**src/rtl/wb_trace_buffer.sv**
```systemverilog
// wb_trace_buffer -- writeback trace unit for the pipelined core.
//
// Snoops the MEM/WB writeback port, timestamps each watched architectural
// register write with a free-running cycle counter, and queues it in a FIFO
// drained by a valid/ready handshake. The head is first-word-fall-through from
// registered storage, so nothing on the writeback side reaches trace_* in the
// same cycle. Captures that find the FIFO full (with no pop in that cycle) are
// discarded and counted in a saturating drop counter.
//
// Build option:
//   TRACE_HALT_EN  defined   -> stall_req is registered and asserted while the
//                               FIFO holds DEPTH-1 or more entries.
//                  undefined -> stall_req is tied low; overflow only drops.
//
// Ports:
//   clk, rst                 clock (rising edge), synchronous active-high reset
//   enable                   capture enable (draining is never blocked)
//   wb_valid/rd/data/pc      MEM/WB writeback snoop
//   trace_valid/ready        head handshake
//   trace_rd/data/pc/ts      head entry (zero while empty)
//   count, full              occupancy
//   drop_cnt                 lost events, saturating
//   stall_req                back-pressure to the pipeline
module wb_trace_buffer #(
    parameter int          XLEN       = 64,
    parameter int          PC_W       = 32,
    parameter int          DEPTH      = 16,
    parameter int          TS_W       = 32,
    parameter logic [31:0] WATCH_MASK = 32'hFFFF_FFFE,
    parameter int          DROP_W     = 16
) (
    input  logic                      clk,
    input  logic                      rst,
    input  logic                      enable,
    input  logic                      wb_valid,
    input  logic [4:0]                wb_rd,
    input  logic [XLEN-1:0]           wb_data,
    input  logic [PC_W-1:0]           wb_pc,
    output logic                      trace_valid,
    input  logic                      trace_ready,
    output logic [4:0]                trace_rd,
    output logic [XLEN-1:0]           trace_data,
    output logic [PC_W-1:0]           trace_pc,
    output logic [TS_W-1:0]           trace_ts,
    output logic [$clog2(DEPTH):0]    count,
    output logic                      full,
    output logic [DROP_W-1:0]         drop_cnt,
    output logic                      stall_req
);

    localparam int AW = $clog2(DEPTH);
    localparam int CW = AW + 1;

    typedef struct packed {
        logic [4:0]      rd;
        logic [XLEN-1:0] data;
        logic [PC_W-1:0] pc;
        logic [TS_W-1:0] ts;
    } entry_t;

    entry_t          mem [DEPTH];
    logic [AW-1:0]   wr_ptr;
    logic [AW-1:0]   rd_ptr;
    logic [TS_W-1:0] cycle_cnt;
    logic [CW-1:0]   count_next;

    logic capture;
    logic pop;
    logic push;
    logic drop;
    entry_t head;

    // x0 is architecturally constant, so it is never logged whatever the mask says.
    assign capture = enable & wb_valid & WATCH_MASK[wb_rd] & (wb_rd != 5'd0);

    assign trace_valid = (count != '0);
    assign full        = (count == CW'(DEPTH));
    // Pop is only possible with a valid head, so an empty FIFO never bypasses.
    assign pop         = trace_valid & trace_ready;
    // A pop frees the slot the push lands in, so a full FIFO can still accept.
    assign push        = capture & (~full | pop);
    assign drop        = capture & full & ~pop;

    assign head       = mem[rd_ptr];
    assign trace_rd   = trace_valid ? head.rd   : '0;
    assign trace_data = trace_valid ? head.data : '0;
    assign trace_pc   = trace_valid ? head.pc   : '0;
    assign trace_ts   = trace_valid ? head.ts   : '0;

    // NOTE: every always_comb output gets a default first so no path leaves it
    // unassigned; otherwise synthesis infers a latch.
    always_comb begin
        count_next = count;
        unique case ({push, pop})
            2'b10:   count_next = count + CW'(1);
            2'b01:   count_next = count - CW'(1);
            default: count_next = count;
        endcase
    end

    // NOTE: the storage array carries no reset; trace_* are masked while empty,
    // so stale contents are never observable and the array can map to plain RAM.
    always_ff @(posedge clk) begin
        if (push) begin
            mem[wr_ptr] <= '{rd: wb_rd, data: wb_data, pc: wb_pc, ts: cycle_cnt};
        end
    end

    // NOTE: all state below uses non-blocking assignments so every register
    // sees the pre-edge values of its neighbours, regardless of statement order.
    always_ff @(posedge clk) begin
        if (rst) begin
            wr_ptr    <= '0;
            rd_ptr    <= '0;
            count     <= '0;
            drop_cnt  <= '0;
            cycle_cnt <= '0;
        end else begin
            cycle_cnt <= cycle_cnt + TS_W'(1);
            count     <= count_next;
            if (push) wr_ptr <= wr_ptr + AW'(1);
            if (pop)  rd_ptr <= rd_ptr + AW'(1);
            if (drop && (drop_cnt != '1)) drop_cnt <= drop_cnt + DROP_W'(1);
        end
    end

`ifdef TRACE_HALT_EN
    // Raised one entry early so the pipeline has a cycle to freeze writeback.
    always_ff @(posedge clk) begin
        if (rst) stall_req <= 1'b0;
        else     stall_req <= (count_next >= CW'(DEPTH - 1));
    end
`else
    assign stall_req = 1'b0;
`endif

endmodule

```
**config.mk**
```make
export PLATFORM = sky130hd
export DESIGN_NAME = wb_trace_buffer
export DESIGN_NICKNAME = d
export VERILOG_FILES = /design/src/rtl/wb_trace_buffer.sv
export SDC_FILE = /design/constraint.sdc
export NUM_CORES = 2
export LEC_CHECK = 0
export CORE_MARGIN = 5
export CORE_UTILIZATION = 55
export CTS_CLUSTER_SIZE = 10
export DETAILED_ROUTE_END_ITERATION = 10
export PLACE_DENSITY = 0.73
export SLEW_MARGIN = 15
export SYNTH_ARGS = -nofsm -noshare
export SYNTH_HDL_FRONTEND = slang
export SYNTH_SLANG_ARGS = --single-unit
```
**constraint.sdc**
```tcl
create_clock -name clk -period 13.8 [get_ports clk]
set_input_delay 2.76 -clock clk [delete_from_list [all_inputs] [get_ports clk]]
set_output_delay 2.76 -clock clk [all_outputs]
set_load 0.02 [all_outputs]
```
==> flow_summary.ini <==
[clock_tree]
path_clk_slew_ps = 50
tritoncts = yes
cts-root-buf = clkbuf_16
clock_path_buffers = 3
cts_made_buffers = 239
post-cts-setup-buffers = 0
cts.sinks = 2193
ctsHoldBuffers = 0
cts_resized = 0
clkLatencyLatePin_ps = 830
htreeDepth = 4

[grt]
grt_start_max_net_pins = 171
grt_pass1_vias = 39400
track_usage = 0.237
grt_overflow = 0
grtUsageMet3 = 0.0491
grtUsageMet1 = 0.349
globalRoute.busiestLayer = met2
grt_first_pass_wirelength_um = 272000
met2_usage = 0.370
antenna_found_initial = 25

[detailed_routing]
drc = 0
drt-total-wl_um = 186000
drt-pass1-iter-count = 7
drtIter0Drc = 4182
wl_per_cell_um = 31.1
ant_nets = 0
num_vias = 37900
viasPerCell = 6.35

[logic_synthesis]
netlist_area_sq_um = 83600
postSynth.asyncResetShare = 0
synth_top_family_by_area = multiplexers
synth.avg_cell_area_sq_um = 24.2
syn_inst = 3458
synthSimpleGateAreaFrac = 0.0221
synthAdderAreaFrac = 0.00135
synth.distinct_cells = 47
synth_seq_cells = 2193
muxShareOfSynthArea = 0.180
synth_warnings = 0
synth_compound_area_frac = 0.00322
synth_edf_count = 2128
synth_xor_area_frac = 0.00409
synth_nets = 3573
synth_seq_area_share = 0.780
yosys_most_used_dff = edfxtp_1

[power]
p_leak_nw = 28.8
power.density_nw_per_um2 = 175
ir_worst_vdd_mv = 0.170

[die]
dieArea_sq_um = 160000
core_area_sq_um = 152000
rows = 143
die_w_um = 400
start_util = 0.552
io_pins = 263
dieHeight_um = 400

[sta]
clock.fmax_ghz = 0.123
finalSetupTns_ps = 0
rsz0062_at_grt = no
setup_viol = 0
slew_violations = 0
setup_slack_ps = 5670
worst-slew-pin-transition_ps = 1180
slew_headroom = 0.217
skew_ps = 22.7
fin_crit_ps = 8130
hold_viol_final = 0
fin_crit_sh = 0.589

[final_layout]
drive_gt1_frac = 0.256
fillerInstances = 9885
syn2layout_area_growth_pct = 14.0
nets = 3945

[worst_setup_path]
cp.arrival_ps = 5370
critPathMaxFanout = 133
critPathLaunchType = flop
worst_setup_path_end_kind = output pin
path_class = reg2out
cp.required_ps = 11040

[place]
place_hpwl_um = 86200
portBuffers = 261
pre_cts_ws_ps = 6380
routabilityCongestion = 0.721

[run]
drv_cap = 0

[min_path]
hp-class = reg2reg

[run_status]
status = completed
-- stage by stage --
stage | total power (W) | instances | hold slack [ps] | instance area, sq um | utilization
floorplan | 0.00937 | 3458 | 459 | 83600 | -
global placement | 0.0113 | 5617 | 463 | 88600 | 0.584
detailed placement | 0.0114 | 5617 | 485 | 88600 | 0.584
CTS | 0.0169 | 5943 | 494 | 95200 | 0.628
global route | 0.0174 | 5954 | 519 | 95300 | 0.629
finish | 0.0167 | 5963 | 495 | 95300 | 0.629
-- placed cells by master (no fill, tap or decap), types with 18 or more instances in the layout --
master	synthesis	layout
nor2_1	51	51
a21oi_1	18	18
clkdlybuf4s50_1	0	260
xor2_1	24	24
dfxtp_1	65	61
diode_2	0	18
nand2_1	20	20
nand3_1	23	23
mux4_2	665	665
edfxtp_1	2128	2128
clkbuf_1	110	63
buf_4	1	32
clkbuf_16	0	246
and2_1	148	136
-- final timing paths --
kind / from / to / slack, ps / cells past startpoint
worst min-delay path: drop_cnt[11] / drop_cnt[11] / 490 / 2
worst max-delay path: flop / trace_data[38] / 5670 / 6
worst max register to register: count[1] / mem[13][38] / 9910 / 6
worst min register to register: drop_cnt[11] / drop_cnt[11] / 490 / 2
-- synthesized netlist by cell type (9+ instances only) --
cell	instances	area, sq um
nand2_1	20	75.1
a21oi_1	18	90.1
edfxtp_1	2128	63900
dfxtp_1	65	1300
xor2_1	24	210
xnor2_1	15	131
mux4_2	665	15000
clkbuf_1	110	413
nor2_1	51	191
and3_1	10	62.6
nand3_1	23	115
buf_2	57	285
nand4_1	11	68.8
and4_1	14	123
ha_1	9	113
and2_1	148	926
-- power breakdown --
group | switching, W | leakage, nW | internal, W
clock network | 0.00236 | 3.20 | 0.00319
logic | 0.00188 | 5.74 | 0.00183
registers | 0.0000793 | 19.8 | 0.00736
-- cell type report --
| class | count | area (sq um) | area share |
|---|---|---|---|
| antenna | 18 | 45.0 | 0.000473 |
| clock buffer | 312 | 6430 | 0.0675 |
| clock inverter | 14 | 169 | 0.00177 |
| inverter | 5 | 18.8 | 0.000197 |
| multi-input combinational | 1082 | 17700 | 0.185 |
| sequential | 2193 | 65200 | 0.684 |
| tap | 2030 | 2540 | 0.0267 |
| timing repair buffer | 309 | 3180 | 0.0334 |
-- registers in the layout, summed over array words and instances (netlist names), named ones only --
name and cells:
count 5, cycle_cnt 32, drop_cnt 16, mem 2128
rd_ptr 4, wr_ptr 4
-- layer usage --
metal / wire length [um] / share of wire / up-vias
met4: 3810 / 0.021 / 4
met3: 15800 / 0.085 / 259
li1: - / - / 15500
met2: 90700 / 0.49 / 1647
met5: 23 / 0.00012 / -
met1: 75200 / 0.41 / 20500
-- critical path, cell delays in order (launching register included) --
cell and delay, ps:
dfxtp_4 920, buf_4 920, buf_12 580, mux4_2 420, mux4_2 510, and2_1 230, clkdlybuf4s50_1 550
-- cells by family (layout without fill, tap and decap cells) --
group	count (synthesis)	count (layout)
flops	2193	2193
mux	672	672
simple gates	318	318
buf+inv	183	640
compound gates	43	43
xor+xnor	39	39
fa+ha+maj	9	9
other cells	1	19
(Power assumes the default switching activity.)
